File: src/rtl/enc8b10b_multilane.sv
// ---------------------------------------------------------------------------
// enc8b10b_multilane
//   N-lane 8b/10b encoder using the IEEE 802.3 Clause 36 code tables.
//   LANES bytes are encoded per beat. Running disparity is chained
//   lane0 -> lane(LANES-1) inside a beat and carried from beat to beat.
//
// Parameters
//   LANES    bytes per beat (1..8); lane0 is transmitted first
//   RD_INIT  disparity loaded at reset and by rd_clr (0 = RD-, 1 = RD+)
//
// Ports
//   clk        in   clock, rising edge
//   reset_n    in   asynchronous active-low reset
//   in_valid   in   input beat valid
//   in_ready   out  encoder can take a beat
//   in_data    in   8*LANES  lane i byte = in_data[8i+7:8i] ({HGF,EDCBA})
//   in_k       in   LANES    lane i is a control (K) character
//   rd_clr     in   force stored RD to RD_INIT on a cycle with no transfer
//   out_valid  out  output beat valid
//   out_ready  in   downstream takes the beat
//   out_data   out  10*LANES lane i symbol = out_data[10i+9:10i], bit 9 = a
//   rd         out  stored RD after the last accepted beat
//   code_err   out  LANES    per-lane illegal K flag, aligned with out_data
//
// Configuration
//   ENC_KERR_EN  when defined, code_err flags K lanes whose byte is not a
//                legal K character. When undefined, code_err is tied to 0.
// ---------------------------------------------------------------------------
module enc8b10b_multilane #(
    parameter int LANES   = 2,
    parameter bit RD_INIT = 1'b0
) (
    input  logic                  clk,
    input  logic                  reset_n,
    input  logic                  in_valid,
    output logic                  in_ready,
    input  logic [8*LANES-1:0]    in_data,
    input  logic [LANES-1:0]      in_k,
    input  logic                  rd_clr,
    output logic                  out_valid,
    input  logic                  out_ready,
    output logic [10*LANES-1:0]   out_data,
    output logic                  rd,
    output logic [LANES-1:0]      code_err
);

    // Handshake: a beat moves on a rising edge where valid and ready are
    // both high. in_ready = !out_valid | out_ready; a single output register
    // with no skid buffer, so a stalled output also stalls the input.

    // Legal K set: K28.0-K28.7, K23.7, K27.7, K29.7, K30.7.
    function automatic logic k_legal(input logic [7:0] b, input logic k);
        logic [4:0] x;
        logic [2:0] y;
        x = b[4:0];
        y = b[7:5];
        return k && ((x == 5'd28) ||
                     ((y == 3'd7) && ((x == 5'd23) || (x == 5'd27) ||
                                      (x == 5'd29) || (x == 5'd30))));
    endfunction

    // 5b/6b data table, abcdei, form selected by the incoming RD.
    function automatic logic [5:0] enc6(input logic [4:0] x, input logic r);
        logic [5:0] s;
        case (x)
            5'd0:    s = r ? 6'b011000 : 6'b100111;
            5'd1:    s = r ? 6'b100010 : 6'b011101;
            5'd2:    s = r ? 6'b010010 : 6'b101101;
            5'd3:    s = 6'b110001;
            5'd4:    s = r ? 6'b001010 : 6'b110101;
            5'd5:    s = 6'b101001;
            5'd6:    s = 6'b011001;
            5'd7:    s = r ? 6'b000111 : 6'b111000;
            5'd8:    s = r ? 6'b000110 : 6'b111001;
            5'd9:    s = 6'b100101;
            5'd10:   s = 6'b010101;
            5'd11:   s = 6'b110100;
            5'd12:   s = 6'b001101;
            5'd13:   s = 6'b101100;
            5'd14:   s = 6'b011100;
            5'd15:   s = r ? 6'b101000 : 6'b010111;
            5'd16:   s = r ? 6'b100100 : 6'b011011;
            5'd17:   s = 6'b100011;
            5'd18:   s = 6'b010011;
            5'd19:   s = 6'b110010;
            5'd20:   s = 6'b001011;
            5'd21:   s = 6'b101010;
            5'd22:   s = 6'b011010;
            5'd23:   s = r ? 6'b000101 : 6'b111010;
            5'd24:   s = r ? 6'b001100 : 6'b110011;
            5'd25:   s = 6'b100110;
            5'd26:   s = 6'b010110;
            5'd27:   s = r ? 6'b001001 : 6'b110110;
            5'd28:   s = 6'b001110;
            5'd29:   s = r ? 6'b010001 : 6'b101110;
            5'd30:   s = r ? 6'b100001 : 6'b011110;
            default: s = r ? 6'b010100 : 6'b101011;
        endcase
        return s;
    endfunction

    // 3b/4b table, fghj. r is the RD after the 6b sub-block.
    // k28n selects the inverted neutral forms used by K28.1/.2/.5/.6.
    function automatic logic [3:0] enc4(input logic [2:0] y, input logic r,
                                        input logic alt7, input logic k28n);
        logic [3:0] s;
        case (y)
            3'd0:    s = r ? 4'b0100 : 4'b1011;
            3'd1:    s = (k28n && !r) ? 4'b0110 : 4'b1001;
            3'd2:    s = (k28n && !r) ? 4'b1010 : 4'b0101;
            3'd3:    s = r ? 4'b0011 : 4'b1100;
            3'd4:    s = r ? 4'b0010 : 4'b1101;
            3'd5:    s = (k28n && !r) ? 4'b0101 : 4'b1010;
            3'd6:    s = (k28n && !r) ? 4'b1001 : 4'b0110;
            default: s = alt7 ? (r ? 4'b1000 : 4'b0111)
                              : (r ? 4'b0001 : 4'b1110);
        endcase
        return s;
    endfunction

    // Sub-block disparity rule: more ones than half -> RD+, fewer -> RD-,
    // balanced leaves RD unchanged.
    function automatic logic rd_update(input int ones, input int half,
                                       input logic r);
        if (ones > half)      return 1'b1;
        else if (ones < half) return 1'b0;
        else                  return r;
    endfunction

    // One lane: returns {rd_out, abcdei, fghj}.
    function automatic logic [10:0] enc_lane(input logic [7:0] b,
                                             input logic k,
                                             input logic r_in);
        logic [4:0] x;
        logic [2:0] y;
        logic       kl;
        logic       k28;
        logic [5:0] s6;
        logic [3:0] s4;
        logic       r_mid;
        logic       alt7;
        x     = b[4:0];
        y     = b[7:5];
        kl    = k_legal(b, k);
        k28   = kl && (x == 5'd28);
        s6    = k28 ? (r_in ? 6'b110000 : 6'b001111) : enc6(x, r_in);
        r_mid = rd_update($countones(s6), 3, r_in);
        // A7 avoids a run of five equal bits across the sub-block boundary.
        alt7  = kl ||
                (!r_mid && ((x == 5'd17) || (x == 5'd18) || (x == 5'd20))) ||
                ( r_mid && ((x == 5'd11) || (x == 5'd13) || (x == 5'd14)));
        s4    = enc4(y, r_mid, alt7, k28);
        return {rd_update($countones(s4), 2, r_mid), s6, s4};
    endfunction

    logic [10*LANES-1:0] enc_data;
    logic                enc_rd;
    logic [10:0]         lane_res;
    logic                xfer_in;

    always_comb begin
        enc_data = '0;
        enc_rd   = rd;
        lane_res = '0;
        for (int i = 0; i < LANES; i++) begin
            lane_res              = enc_lane(in_data[8*i +: 8], in_k[i], enc_rd);
            enc_data[10*i +: 10]  = lane_res[9:0];
            enc_rd                = lane_res[10];
        end
    end

    assign in_ready = !out_valid || out_ready;
    assign xfer_in  = in_valid && in_ready;

    always_ff @(posedge clk or negedge reset_n) begin
        if (!reset_n) begin
            out_valid <= 1'b0;
            out_data  <= '0;
            rd        <= RD_INIT;
        end else if (xfer_in) begin
            out_valid <= 1'b1;
            out_data  <= enc_data;
            rd        <= enc_rd;
        end else begin
            if (out_ready) out_valid <= 1'b0;
            // rd_clr only acts on cycles with no input transfer.
            if (rd_clr)    rd        <= RD_INIT;
        end
    end

`ifdef ENC_KERR_EN
    logic [LANES-1:0] enc_err;

    always_comb begin
        enc_err = '0;
        for (int i = 0; i < LANES; i++) begin
            enc_err[i] = in_k[i] && !k_legal(in_data[8*i +: 8], 1'b1);
        end
    end

    always_ff @(posedge clk or negedge reset_n) begin
        if (!reset_n) begin
            code_err <= '0;
        end else if (xfer_in) begin
            code_err <= enc_err;
        end
    end
`else
    assign code_err = '0;
`endif

endmodule

File: config.mk
export PLATFORM = sky130hd
export DESIGN_NAME = enc8b10b_multilane
export DESIGN_NICKNAME = d
export VERILOG_FILES = /design/src/rtl/enc8b10b_multilane.sv
export SDC_FILE = /design/constraint.sdc
export NUM_CORES = 1
export LEC_CHECK = 0
export BUFFER_PORTS_ARGS = -buffer_cell sky130_fd_sc_hd__buf_2
export CORE_ASPECT_RATIO = 1.25
export CORE_MARGIN = 5
export CORE_UTILIZATION = 58
export DETAILED_ROUTE_END_ITERATION = 8
export GPL_TIMING_DRIVEN = 0
export PLACE_DENSITY_LB_ADDON = 0.08
export SLEW_MARGIN = 5
export SYNTH_ARGS = -nofsm -noshare
export SYNTH_HDL_FRONTEND = slang
export SYNTH_SLANG_ARGS = --single-unit
File: constraint.sdc
create_clock -name clk -period 15.5 [get_ports clk]
set_input_delay 0.775 -clock clk [delete_from_list [all_inputs] [get_ports clk]]
set_output_delay 0.775 -clock clk [all_outputs]
set_load 0.005 [all_outputs]
---- After elaboration in Yosys (flattened, before gate mapping) ----
Cells that the tools add are included.
W data, S select, Z words.
storage, ports and cells
  word-level logic and storage cells ...... 212
  register bits ........................... 22
  output and inout bits ................... 25
  input port bits ......................... 23
operators by class
  reductions and logical operators ........ 43
  multiplexer cells ....................... 68
  eq/ne operators ......................... 74
  magnitude comparators ................... 8
  add/subtract/negate cells ............... 16
operator list
  kind                  number
  $pmux W6 S31          2
  $mux W6               32
  $eq A5 B5 Y1 const B  30
  $eq A5 B4 Y1 const B  16
  $mux W4               20
  $pmux W4 S7           2
  $eq A5 B3 Y1 const B  8
  $eq A3 B3 Y1 const B  8
  $logic_or A1 B1 Y1    21
  $add A1 B1 Y2         10
  $eq A5 B2 Y1 const B  4
  $logic_and A1 B1 Y1   13
  $add A2 B2 Y3         4
  $eq A3 B2 Y1 const B  4
  $mux W1               12
  $eq A5 B1 Y1 const B  2
  $logic_not A5 Y1      2
  $add A3 B2 Y4         2
  $gt A4 B2 Y1 const B  2
  $lt A4 B2 Y1 const B  2
  $eq A3 B1 Y1 const B  2
  $gt A3 B2 Y1 const B  2
  $logic_not A3 Y1      2
  $lt A3 B2 Y1 const B  2
  other kinds (2)       5

---- Logic depth before layout (Yosys ltp) ----
  depth in word-level cells ............... 47
  gate-level depth with buffers ........... 50
  depth with buffers taken out ............ 45

---- Worst setup path after synthesis ----
OpenSTA, ideal clock, no wires.
  path type ............................... input-to-reg
  start ................................... input port in_data[1]
  end ..................................... register rd
  data arrival time ....................... 10.672 ns
  library setup time ...................... 0.132 ns
  buffers on the path ..................... 3
  stages .................................. 47
  path slack .............................. 4.696 ns
  data required time ...................... 15.368 ns
  cell sequence ........................... buf_2 buf_2 nand4b_1 o311ai_0 o211ai_1 o21ai_0 o31ai_1 nand2_1 fa_1 fa_1 ha_1 inv_1 fa_1 nand3b_1 nand2_1 or4_4 a31oi_1 nor2_1 (+11 left out) fa_1 fa_1 inv_1 ha_1 inv_1 fa_1 nor3b_1 o21ai_4 nand2_4 or3_1 nand3_1 o21a_1 fa_1 inv_1 ha_1 ha_1 nor4b_1 o31ai_1
on the way
  cells in the longest elaborated chain, start to end .. 47
  elaborated cells between the ends (all ways) .. 128
  classes of those cells .................. add/sub (16); order compare (8); eq/ne (30); mux (50); reduce/logical (24)
RTL lines
  item                                 RTL line  text
  from (decl)                          37        input logic [8*LANES-1:0] in_data,
  $eq A5 B5 Y1                         58, 65
  $logic_or A1 B1 Y1 (2 in a row)      58        ((y == 3'd7) && ((x == 5'd23) || (x == 5'd27) ||
  $logic_or A1 B1 Y1                   59        (x == 5'd29) || (x == 5'd30))));
  $logic_and A1 B1 Y1                  58
  $logic_or A1 B1 Y1                   57        return k && ((x == 5'd28) ||
  $logic_and A1 B1 Y1                  57
  $logic_and A1 B1 Y1                  145       k28 = kl && (x == 5'd28);
  $mux W6 *                            146       s6 = k28 ? (r_in ? 6'b110000 : 6'b001111) : enc6(x, r_in);
  net enc_data[4]                      156       logic [10*LANES-1:0] enc_data;
  (+30 left out)                       n/a
  $mux W4                              115       default: s = alt7 ? (r ? 4'b1000 : 4'b0111)
  $pmux W4 S7                          107       case (y)
  $add A1 B1 Y2 (implied by the code)  153       return {rd_update($countones(s4), 2, r_mid), s6, s4};
  $add A2 B2 Y3 (implied by the code)  153
  $lt A3 B2 Y1                         126       else if (ones < half) return 1'b0;
  $mux W1                              126
  $mux W1 *                            125       if (ones > half) return 1'b1;
  $mux W1 *                            180       end else if (xfer_in) begin
  to (signal assigned)                 183       rd <= enc_rd;
  to (decl)                            43        output logic rd,
The timed path passes the listed nets; every way through them passes the cells marked *.
A chain may end at the register's enable or synchronous reset.

---- Final worst setup path ----
Ends and elaborated chain as after synthesis.

==> summary.txt <==
Status -> completed
Synth unique cells -> 81
CTS max path bufs -> 2
Largest net degree at the start of global routing -> 23
Routed length per placed instance -> 17.6 um
First-pass DRT Iterations -> 7
RSZ-0062 raised after global routing -> no
CTS hold repair buffers -> 0
PortBufs -> 38
WL final -> 10.1 mm
Die Width -> 78.3 um
GRT overflow -> 0
VDD IR max -> 0.290 mV
Cell family with most CP delay -> adder cells
Met2 Usage GRT -> 48.4%
Area added between synthesis and finish -> 9.79%
Worst skew pair latency -> 270 ps
I/O pin count -> 48
Via density -> 6.63
Sequential fraction of the synthesis area -> 16.3%
Die Ht -> 95.4 um
First-pass GRT wire length -> 16.7 mm
Non-Filler Instances -> 575
Minimum clock period -> 12000 ps
Leading area contributor after synthesis -> dfrtp_1
Ys Warns -> 0
Hold crit path type -> in2async
DRT iter0 DRCs -> 285
Busiest grt layer -> met2
Met1 GRT Util -> 34.1%
Critical Path End Type -> flip-flop
CP Buf/Inv Count -> 9
H-tree levels -> 1
Final Core Density -> 64.8%
Post-Syn Area -> 3390 um^2
Leakage -> 1.55 nW
Via count -> 3814
Gr usage total -> 27.2%
CTS resizes -> 0
Post-synth EDFFs -> 0
Count leader, synth -> nand2_1
Hold Fails Final Rpt -> 0
Clock skew -> 0.684 ps
Worst-path clk slew -> 80 ps
Req. time, crit path -> 15640 ps
MaxCap Viol Count -> 0
Met3 usage -> 3.12%
Hold_ws -> 472 ps
Setup Fix Bufs, Post-CTS -> 0
CTS root buffer -> clkbuf_8
Final worst path period share -> 77.4%
Initial Utilization -> 59.0%
CP Class -> in2reg
Top cells by count, synth -> nand2_1 (49), a21oi_1 (37), nor2_1 (35), o21ai_0 (30), buf_2 (26)
Max-slew violation count -> 0
Critical Path Fanout Max -> 10
Startpoint types -> input pin
Antenna Nets Post-Route -> 0
Worst-margin pin slew -> 585 ps
TritonCTS Buffers -> 3
Critical Path AT -> 12140 ps
Placed cells -> 571
Slowest CP cell -> or4_4
Synth top area share -> 16.3%
Core Area -> 5740 um^2
Clock sinks -> 22
Final weighted congestion in routability-driven placement -> 0.970
Number of cell rows -> 31
Register bit total from synthesis -> 22
Biggest cell delay along the critical path -> 580 ps
Final #Nets -> 549
Mapped Avg Cell Area -> 7.27 um^2
Pwr/cell area -> 231 nW/um^2
Final setup viols -> 0
DRC errors left -> 0
CP most frequent cell -> fa_1
Share of cells above drive strength 1 -> 18.1%
Die Area -> 7470 um^2
Main synth FF type -> dfrtp_1
Post-Synthesis Cells -> 466
Initial antenna violation count -> 0
Synth top area cells -> dfrtp_1 (16%), a21oi_1 (5.5%), nand2_1 (5.4%), fa_1 (4.7%), o21ai_0 (4.4%)
Worst relative slew slack -> 60.6%
Vias in the first global route -> 3451
TritonCTS clock tree -> done
DP HPWL -> 7.59 mm
Sum Neg Setup Slack -> 0 ps
Antenna Cells -> 0
Fmax -> 83.3 MHz
Post-synth ARST share -> 100%
[state kept, by name, indices dropped and copies added, names as in the netlist]
name,count
out_data,20
out_valid,1
rd,1
[cell type report]
class	instances	area, um^2
Multi-Input combinational cell	372	2510
Fill cell	515	2020
Sequential cell	22	551
Buffer	53	258
Timing Repair Buffer	38	190
Tap cell	66	82.6
Inverter	20	75.1
Clock buffer	4	55.1
[report_power, final]
group | switching (mW) | total [mW] | internal (mW)
sequential | 0.0137 | 0.0948 | 0.0811
combinational | 0.416 | 0.721 | 0.305
clock | 0.0194 | 0.0421 | 0.0227
[layer usage]
metal  up-vias  part of all wire, %
li1       1807                    -
met1      1751                   40
met2       213                   49
met3        43                  7.3
met4         0                  3.8
met5         -                    0
[kinds of logic (layout without fill, tap and decap cells)]
kind of cell / after synthesis / count (layout) / synth area share (%)
adder cells (fa/ha/maj): 18 / 18 / 8.28
flip-flops: 22 / 22 / 16.3
buffers and inverters: 73 / 115 / 9.83
other: 1 / 2 / 0.111
XOR/XNOR: 10 / 10 / 2.59
multiplexers: 10 / 10 / 3.14
AND/OR/NAND/NOR: 173 / 173 / 27.2
AO/OA/AOI/OAI: 159 / 159 / 32.6
[placed cells by master, fill, tap and decap left out, drive strengths merged, types with 10 or more instances in the layout]
cell type	n
inv	20
dfrtp	22
clkbuf	20
nor2	36
a211oi	10
a21oi	37
nand3	17
nor3	18
buf	75
nand2	50
o21ai	33
[path summary, 6_finish.rpt]
check | cells past startpoint | slack (ps) | end | from
max | 48 | 3500 | rd | in_data[1]
min | 1 | 470 | out_data[10] | reset_n
max reg2reg | 45 | 3540 | rd | rd
min reg2reg | 2 | 490 | out_data[1] | out_data[1]
max in group asynchronous | 1 | 14680 | out_data[4] | reset_n
min in group clk | 2 | 490 | out_data[1] | out_data[1]
[per-stage QoR]
stage          area (um^2)  setup slack (ps)  power (mW)
5_1_grt               3720              2880       0.962
3_5_place_dp          3660              3340       0.803
3_3_place_gp          3660              3440       0.787
2_1_floorplan         3390              4700       0.642
4_1_cts               3720              3570       0.858
6_report              3720              3500       0.858
No activity file was read; power rests on OpenSTA's default activity.
